File: src/rtl/lc3b_types.sv
// Shared LC-3b types used by the memory-side arbiter.
// Holds the line type and the arbiter state/grant encodings.
package lc3b_types;

   typedef logic [127:0] lc3b_line;

   typedef enum logic [1:0] {
      ARB_IDLE,
      ARB_BUSY_I,
      ARB_BUSY_D,
      ARB_RECOVER
   } arb_state_t;

   typedef enum logic [1:0] {
      GRANT_NONE,
      GRANT_I,
      GRANT_D
   } arb_grant_t;

endpackage

File: src/rtl/arb_grant_sel.sv
// Combinational winner select between I-cache and D-cache requests.
// CACHE_ARB_ROUND_ROBIN_EN: alternate on contention instead of D priority.
module arb_grant_sel
   import lc3b_types::*;
#(
   parameter int STARVE_LIMIT = 4
) (
   input  logic       i_req_i,
   input  logic       d_req_i,
`ifdef CACHE_ARB_ROUND_ROBIN_EN
   input  arb_grant_t last_grant_i,
`else
   input  logic [3:0] starve_cnt_i,
`endif
   output arb_grant_t grant_o
);

`ifndef CACHE_ARB_ROUND_ROBIN_EN
   localparam logic [3:0] LIMIT = 4'(STARVE_LIMIT);
`endif

   // Pick the winner; contention resolved by priority policy
   always_comb begin
      grant_o = GRANT_NONE;
      if (i_req_i && d_req_i) begin
`ifdef CACHE_ARB_ROUND_ROBIN_EN
         grant_o = (last_grant_i == GRANT_D) ? GRANT_I : GRANT_D;
`else
         grant_o = (starve_cnt_i == LIMIT) ? GRANT_I : GRANT_D;
`endif
      end else if (d_req_i) begin
         grant_o = GRANT_D;
      end else if (i_req_i) begin
         grant_o = GRANT_I;
      end
   end

endmodule

File: src/rtl/cache_arbiter.sv
// Shares one physical-memory port between the I-cache and D-cache.
// CACHE_ARB_ROUND_ROBIN_EN: alternating priority replaces D priority.
module cache_arbiter
   import lc3b_types::*;
#(
   parameter int LINE_W       = 128,
   parameter int ADDR_W       = 16,
   parameter int STARVE_LIMIT = 4
) (
   input  logic              clk,
   input  logic              reset,
   input  logic [ADDR_W-1:0] i_pmem_address,
   input  logic              i_pmem_read,
   output logic [LINE_W-1:0] i_pmem_rdata,
   output logic              i_pmem_resp,
   input  logic [ADDR_W-1:0] d_pmem_address,
   input  logic              d_pmem_read,
   input  logic              d_pmem_write,
   input  logic [LINE_W-1:0] d_pmem_wdata,
   output logic [LINE_W-1:0] d_pmem_rdata,
   output logic              d_pmem_resp,
   output logic [ADDR_W-1:0] pmem_address,
   output logic              pmem_read,
   output logic              pmem_write,
   output logic [LINE_W-1:0] pmem_wdata,
   input  logic [LINE_W-1:0] pmem_rdata,
   input  logic              pmem_resp
);

   arb_state_t        state_q;
   logic [ADDR_W-1:0] addr_q;
   logic [LINE_W-1:0] wdata_q;
   logic              rd_q;
   logic              wr_q;
   logic              d_req;
   arb_grant_t        grant;

   assign d_req = d_pmem_read | d_pmem_write;

`ifdef CACHE_ARB_ROUND_ROBIN_EN
   arb_grant_t last_grant_q;
   arb_grant_t last_grant_d;

   arb_grant_sel #(
      .STARVE_LIMIT (STARVE_LIMIT)
   ) u_sel (
      .i_req_i      (i_pmem_read),
      .d_req_i      (d_req),
      .last_grant_i (last_grant_q),
      .grant_o      (grant)
   );

   // Remember which side won the most recent grant
   always_comb begin
      last_grant_d = last_grant_q;
      if (state_q == ARB_IDLE && grant != GRANT_NONE)
         last_grant_d = grant;
   end

   // Last-grant flop; starts at I so first contention goes to D
   always_ff @(posedge clk or posedge reset) begin
      if (reset) last_grant_q <= GRANT_I;
      else       last_grant_q <= last_grant_d;
   end
`else
   localparam logic [3:0] LIMIT = 4'(STARVE_LIMIT);

   logic [3:0] starve_cnt_q;
   logic [3:0] starve_cnt_d;

   arb_grant_sel #(
      .STARVE_LIMIT (STARVE_LIMIT)
   ) u_sel (
      .i_req_i      (i_pmem_read),
      .d_req_i      (d_req),
      .starve_cnt_i (starve_cnt_q),
      .grant_o      (grant)
   );

   // Count D grants that bypass a waiting I request
   always_comb begin
      starve_cnt_d = starve_cnt_q;
      if (state_q == ARB_IDLE) begin
         if (grant == GRANT_I) begin
            starve_cnt_d = '0;
         end else if (grant == GRANT_D) begin
            if (!i_pmem_read)
               starve_cnt_d = '0;
            else if (starve_cnt_q != LIMIT)
               starve_cnt_d = starve_cnt_q + 4'd1;
         end
      end
   end

   // Starvation counter register
   always_ff @(posedge clk or posedge reset) begin
      if (reset) starve_cnt_q <= '0;
      else       starve_cnt_q <= starve_cnt_d;
   end
`endif

   // Transaction FSM: latch winner, hold strobe until resp, one dead cycle
   always_ff @(posedge clk or posedge reset) begin
      if (reset) begin
         state_q <= ARB_IDLE;
         addr_q  <= '0;
         wdata_q <= '0;
         rd_q    <= 1'b0;
         wr_q    <= 1'b0;
      end else begin
         unique case (state_q)
            ARB_IDLE: begin
               if (grant == GRANT_D) begin
                  state_q <= ARB_BUSY_D;
                  addr_q  <= d_pmem_address;
                  wr_q    <= d_pmem_write;
                  rd_q    <= ~d_pmem_write;
                  if (d_pmem_write)
                     wdata_q <= d_pmem_wdata;
               end else if (grant == GRANT_I) begin
                  state_q <= ARB_BUSY_I;
                  addr_q  <= i_pmem_address;
                  rd_q    <= 1'b1;
                  wr_q    <= 1'b0;
               end
            end
            ARB_BUSY_I, ARB_BUSY_D: begin
               if (pmem_resp) begin
                  state_q <= ARB_RECOVER;
                  rd_q    <= 1'b0;
                  wr_q    <= 1'b0;
               end
            end
            ARB_RECOVER: state_q <= ARB_IDLE;
            default:     state_q <= ARB_IDLE;
         endcase
      end
   end

   assign pmem_address = addr_q;
   assign pmem_wdata   = wdata_q;
   assign pmem_read    = rd_q;
   assign pmem_write   = wr_q;

   assign i_pmem_resp  = (state_q == ARB_BUSY_I) & pmem_resp;
   assign d_pmem_resp  = (state_q == ARB_BUSY_D) & pmem_resp;
   assign i_pmem_rdata = (state_q == ARB_BUSY_I) ? pmem_rdata : '0;
   assign d_pmem_rdata = (state_q == ARB_BUSY_D) ? pmem_rdata : '0;

endmodule

File: config.mk
export PLATFORM = sky130hd
export DESIGN_NAME = cache_arbiter
export DESIGN_NICKNAME = d
export VERILOG_FILES = /design/src/rtl/lc3b_types.sv /design/src/rtl/arb_grant_sel.sv /design/src/rtl/cache_arbiter.sv
export SDC_FILE = /design/constraint.sdc
export NUM_CORES = 1
export LEC_CHECK = 0
export CAP_MARGIN = 25
export CELL_PAD_IN_SITES_DETAIL_PLACEMENT = 2
export CELL_PAD_IN_SITES_GLOBAL_PLACEMENT = 2
export CORE_AREA = 2 2 275 277
export CTS_CLUSTER_SIZE = 24
export DETAILED_ROUTE_END_ITERATION = 8
export DIE_AREA = 0 0 277 279
export PLACE_DENSITY = 0.57
export SLEW_MARGIN = 20
export SYNTH_ARGS = -nofsm -noshare
export SYNTH_HDL_FRONTEND = slang
export SYNTH_SLANG_ARGS = --single-unit
File: constraint.sdc
create_clock -name clk -period 7.8 [get_ports clk]
set_clock_uncertainty 0.05 [all_clocks]
set_input_delay 1.95 -clock clk [delete_from_list [all_inputs] [get_ports clk]]
set_output_delay 1.95 -clock clk [all_outputs]
set_load 0.02 [all_outputs]
==> impl_metrics.json, run 1 <==
{
  "status": "finished, final reports clean",
  "cts_resized": 0,
  "tns_ns": 0,
  "cts_tree": "yes",
  "crit_chain": "clkdlybuf4s50_1 > and2_1 > clkdlybuf4s50_1",
  "start_util": 0.112,
  "hold_class": "flop to flop",
  "slew_violations": 0,
  "rsz0062_at_grt": "no",
  "path_clk_slew_ns": 0.07,
  "regArea_um2": 3800,
  "cts_setup_buffers": 0,
  "clock-sinks": 152,
  "worstSetupPathType": "primary input to output port",
  "synth_area_um2": 8280,
  "grt_max_degree": 77,
  "drv_cap": 0,
  "io_buffer_count": 697,
  "ctsHoldBuffers": 0,
  "drtAntennaViolNets": 0,
  "gp_congestion": 0.805,
  "ctsRootBufferMaster": "clkbuf_16",
  "cp_slowest_cell": "clkdlybuf4s50_1",
  "dieArea_um2": 77300,
  "multi_input_area_um2": 4180,
  "fmax_mhz": 180,
  "synth_common_cells": "258 x and2_1, 152 x dfrtp_1, 120 x mux2_4, 33 x clkbuf_1, 20 x o21ai_0",
  "avgViaCountPerCell": 3.47,
  "power.density_nw_per_um2": 390,
  "first_pass_iters": 4,
  "hold_violations": 0,
  "ys_types": 37,
  "wirelength_mm": 53.9,
  "cp.arrival_ns": 3.55,
  "timing.rr.end": "pmem_wdata[11]$_DFFE_PP0P_",
  "initialDrtViolationCount": 224,
  "cp_max_fo": 3,
  "critPathMaxStageDelay_ns": 0.76,
  "critPathRequiredTime_ns": 5.80,
  "fin_crit_sh": 0.711,
  "critPathTopFamily": "buffers and inverters",
  "end_kind": "output port",
  "reg2reg_depth": 6,
  "synthMostInstantiatedCell": "and2_1",
  "wl_per_cell_um": 22.7,
  "r2r_setup_slack_ns": 4.97,
  "io_pins": 698,
  "crit_start": "pmem_resp",
  "gr-usage-all-layers": 0.138,
  "yosys-top-cells-area": "dfrtp_1 46%, mux2_4 22%, and2_1 19%",
  "drc": 0,
  "coreArea_um2": 74100,
  "start_kind": "primary input",
  "hpwl_mm": 43.8,
  "synth_top_area_share": 0.459,
  "synth_fp_nets": 1002,
  "first_global_vias": 9567,
  "r2r_start": "state_q[0]$_DFFE_PP0P_",
  "syn_inst": 701,
  "final_cells": 2376,
  "ys_warn_count": 0,
  "finish.net_count": 1675,
  "setup_viol": 0,
  "endpoint": "d_pmem_resp",
  "cts.path.max_buffers": 2,
  "period_needed_ns": 5.55,
  "fillers": 8257,
  "cts_buffers": 17,
  "synth_edf_count": 0,
  "clk_latency_ns": 0.47,
  "dpl.cell_count": 2323,
  "rows": 100,
  "p_leak_nw": 6.61,
  "dr_total_vias": 8256,
  "drive_gt1_frac": 0.127,
  "yosysSeqAreaShare": 0.459,
  "worst_ir_drop_vdd_uv": 156,
  "crit_path_frequent_cell": "clkdlybuf4s50_1",
  "fp.dieH_um": 279,
  "grt_pass1_wl_mm": 75.5,
  "dieWidth_um": 277,
  "yosys.area.top_type": "dfrtp_1",
  "ys_ff_latch": 152,
  "path_buf_inv": 2,
  "synth_flop_cell": "dfrtp_1",
  "avgSynthCellArea_um2": 11.8,
  "antenna_found_initial": 28,
  "htree_levels": 4,
  "grt-ovfl-total": 0,
  "worst_pin_slew_ns": 1.04,
  "cp.depth": 3,
  "relSlewSlack": 0.304,
  "syn2layout_area_growth_pct": 105,
  "async_flop_share": 1.00
}
## state kept, by name, indices dropped and copies added (netlist names)
register / flops
pmem_write: 1
state_q: 2
starve_cnt_q: 4
pmem_address: 16
pmem_read: 1
pmem_wdata: 128
## layout make-up
class                      count  share of cell area
multi-input combinational    489               0.246
sequential                   152               0.224
clock buffer                  17              0.0251
antenna                       20             0.00295
inverter                       7             0.00184
clock inverter                15              0.0106
timing repair buffer         707               0.418
tap                          969              0.0715
## layer usage
layer | wire length [um] | share of wire | global-route usage | vias to the layer above
met2 | 27800 | 0.52 | 0.242 | 463
li1 | - | - | - | 3696
met1 | 18900 | 0.35 | 0.135 | 4046
met5 | 40 | 0.00074 | 0 | -
met4 | 1350 | 0.025 | 0.0596 | 6
met3 | 5780 | 0.11 | 0.0715 | 45
## worst min-delay path by stage
stage                                            from                     endpoint  slack, ns  depth (start not counted)
after floorplan           starve_cnt_q[3]$_DFFE_PP0P_  starve_cnt_q[3]$_DFFE_PP0P_       0.45                          2
after global placement         pmem_write$_DFFE_PP0P_       pmem_write$_DFFE_PP0P_       0.44                          1
after detailed placement   pmem_wdata[23]$_DFFE_PP0P_   pmem_wdata[23]$_DFFE_PP0P_       0.44                          1
after CTS                 pmem_wdata[109]$_DFFE_PP0P_  pmem_wdata[109]$_DFFE_PP0P_       0.46                          1
after global routing       pmem_wdata[22]$_DFFE_PP0P_   pmem_wdata[22]$_DFFE_PP0P_       0.48                          1
final                      pmem_wdata[12]$_DFFE_PP0P_   pmem_wdata[12]$_DFFE_PP0P_       0.46                          1
## report_power, final
part / leakage [nW] / internal, mW / switching (mW)
clock: 0.283 / 0.432 / 0.434
combinational: 4.53 / 2.18 / 2.13
sequential: 1.80 / 1.19 / 0.250
total: 6.61 / 3.80 / 2.81
## kinds of logic (layout without fill, tap and decap cells)
logic type,count (synthesis),in the layout,synth area share
compound gates,62,62,0.0449
flops,152,152,0.459
mux,128,128,0.228
other cells,0,20,0
buf+inv,60,746,0.0406
xor+xnor,1,1,0.00106
simple gates,291,291,0.215
fa+ha+maj,7,7,0.0106
## placed cells by master (no fill, tap or decap), drive strengths merged, types with 3 or more instances in the layout
cell and count:
and2 258, clkinv 6, o21ai 20, clkdlybuf4s50 697, dfrtp 152, a21oi 16
buf 10, clkbuf 17, diode 20, nor2 19, ha 7, clkinvlp 3
inv 13, a31oi 16, mux2 128
## stage by stage
step | total power [mW] | utilization | area, um2 | worst slack [ns] | hold slack, ns
floorplan | 3.62 | - | 8280 | 1.71 | 0.446
global placement | 5.75 | 0.220 | 16300 | 2.13 | 0.439
detailed placement | 5.81 | 0.220 | 16300 | 2.15 | 0.443
CTS | 6.75 | 0.228 | 16900 | 2.14 | 0.463
global route | 7.01 | 0.229 | 16900 | 2.15 | 0.478
finish | 6.61 | 0.229 | 17000 | 2.25 | 0.459
Note: power is estimated with default switching activity, not from simulation.
==> run 2: changes to the inputs <==
PLACE_DENSITY = 0.59   (was 0.57)
clock period = 4.6 ns   (was 7.8 ns; I/O delays follow)
==> run 2 against run 1 <==
- final cell count is 0.21% lower
- total power is 72% higher
- clock-buffer cell count is 1 higher
- sequential share of layout area is 0.17 points lower
- first-iteration DRC count is 27% higher
- cell area is 0.77% higher
- sequential power is 69% higher
- die area stayed put
- non-clock buffer count is 11 higher
- global-route usage is 1.0 points higher
- largest power group unchanged
- worst setup slack worse by 1.6 ns
==> impl_metrics.json, run 2 (synthesis gave the netlist of run 1 again) <==
{
  "path_clk_slew_ns": 0.07,
  "largest_reg_flops": 128,
  "drive_gt1_frac": 0.133,
  "cts_buffers": 17,
  "timing.rr.end": "pmem_wdata[15]$_DFFE_PP0P_",
  "cts.path.max_buffers": 2,
  "cp.arrival_ns": 2.79,
  "dieArea_um2": 77300,
  "fin_crit_sh": 0.868,
  "ctsHoldBuffers": 0,
  "avgViaCountPerCell": 3.50,
  "design_area_um2": 17100,
  "rsz0062_at_grt": "no",
  "p_leak_nw": 6.71,
  "hold_violations": 0,
  "cp_slowest_cell": "clkdlybuf4s50_1",
  "dieWidth_um": 277,
  "rows": 100,
  "reg2reg_depth": 5,
  "switching_share": 0.416,
  "crit_start": "state_q[0]$_DFFE_PP0P_",
  "cts_setup_buffers": 0,
  "critPathRequiredTime_ns": 3.40,
  "first_global_vias": 9476,
  "antenna_found_initial": 36,
  "seq_power_share": 0.214,
  "fp.dieH_um": 279,
  "endpoint": "d_pmem_rdata[33]",
  "clk_latency_ns": 0.47,
  "setup_viol": 0,
  "critPathMaxStageDelay_ns": 0.65,
  "gp_congestion": 0.815,
  "hold_class": "flop to flop",
  "htree_levels": 4,
  "mostFrequentLayoutCell": "clkdlybuf4s50_1",
  "fmax_mhz": 251,
  "worst_ir_drop_vdd_uv": 206,
  "ctsRootBufferMaster": "clkbuf_16",
  "grt_max_degree": 66,
  "grt-ovfl-total": 0,
  "io_pins": 698,
  "slew_violations": 0,
  "initialDrtViolationCount": 284,
  "min_path_cells": 1,
  "cts_resized": 0,
  "dr_total_vias": 8309,
  "drv_cap": 0,
  "r2r_setup_slack_ns": 2.03,
  "wl_per_cell_um": 24.4,
  "p_comb_frac": 0.646,
  "end_kind": "output port",
  "hpwl_mm": 48.2,
  "status": "finished, final reports clean",
  "mostFrequentLayoutCells": "697 x clkdlybuf4s50_1, 258 x and2_1, 152 x dfrtp_1, 120 x mux2_4, 20 x o21ai_0",
  "grt_pass1_wl_mm": 80.1,
  "drc": 0,
  "syn2layout_area_growth_pct": 106,
  "period_needed_ns": 3.99,
  "start_util": 0.112,
  "start_kind": "flop",
  "coreArea_um2": 74100,
  "wirelength_mm": 57.8,
  "power.density_nw_per_um2": 667,
  "crit_chain": "inv_1 > ha_4 > buf_12 > and2_1 > clkdlybuf4s50_1",
  "tns_ns": 0,
  "gr-usage-all-layers": 0.148,
  "worstSetupPathType": "flop to output port",
  "r2r_start": "state_q[0]$_DFFE_PP0P_",
  "cts_tree": "yes",
  "first_pass_iters": 6,
  "io_buffer_count": 697,
  "drtAntennaViolNets": 0,
  "worst_pin_slew_ns": 1.07,
  "clock-sinks": 152,
  "place_area_um2": 16500,
  "power_switching_mw": 4.74,
  "cp_max_fo": 65,
  "internal_power_mw": 6.65,
  "finish.net_count": 1686,
  "relSlewSlack": 0.285,
  "clkPwrFrac": 0.139
}
-- run 2: worst min path at each step --
stage	start	endpoint	slack, ns
2_1_floorplan	starve_cnt_q[3]$_DFFE_PP0P_	starve_cnt_q[3]$_DFFE_PP0P_	0.45
5_1_grt	pmem_wdata[38]$_DFFE_PP0P_	pmem_wdata[38]$_DFFE_PP0P_	0.47
3_5_place_dp	pmem_wdata[61]$_DFFE_PP0P_	pmem_wdata[61]$_DFFE_PP0P_	0.44
3_3_place_gp	pmem_wdata[8]$_DFFE_PP0P_	pmem_wdata[8]$_DFFE_PP0P_	0.44
4_1_cts	pmem_wdata[70]$_DFFE_PP0P_	pmem_wdata[70]$_DFFE_PP0P_	0.46
6_report	pmem_wdata[15]$_DFFE_PP0P_	pmem_wdata[15]$_DFFE_PP0P_	0.46
-- run 2: layout make-up --
type                            instances  area, um2
Inverter                                7       30.0
Clock buffer                           18        429
Fill cell                            8253      57000
Antenna cell                            4       10.0
Timing Repair Buffer                  718       7230
Tap cell                              969       1210
Multi-Input combinational cell        489       4180
Clock inverter                         14        203
Sequential cell                       152       3800
-- run 2: worst max-delay path, delay by kind of cell, from the launching register on --
kind	cells	cell delay [ns]
buffers and inverters	3	1.13
flip-flops	1	0.46
adder cells (fa/ha/maj)	1	0.41
AND/OR/NAND/NOR	1	0.26
-- run 2: power groups by stage --
stage | Clock [mW] | Combinational, mW | Sequential [mW]
floorplan | 0 | 2.94 | 3.20
global placement | 0 | 7.39 | 2.43
detailed placement | 0 | 7.43 | 2.48
CTS | 1.66 | 7.50 | 2.46
global route | 1.71 | 7.80 | 2.54
finish | 1.59 | 7.36 | 2.44
-- run 2: per-layer routing --
metal	wire length, um	global-route usage	share of wire
met3	5360	0.0634	0.093
met2	30700	0.280	0.53
met5	0	0	0
met4	907	0.0283	0.016
met1	20800	0.151	0.36
-- run 2: per-stage QoR --
step                hold slack, ns  power [mW]  cells   util  setup slack (ns)
floorplan                    0.446        6.14    701      -              1.48
global placement             0.442        9.82   2334  0.222             0.643
detailed placement           0.444        9.91   2335  0.222             0.660
CTS                          0.465        11.6   2367  0.231             0.538
global route                 0.472        12.1   2370  0.231             0.433
finish                       0.460        11.4   2371  0.231             0.609
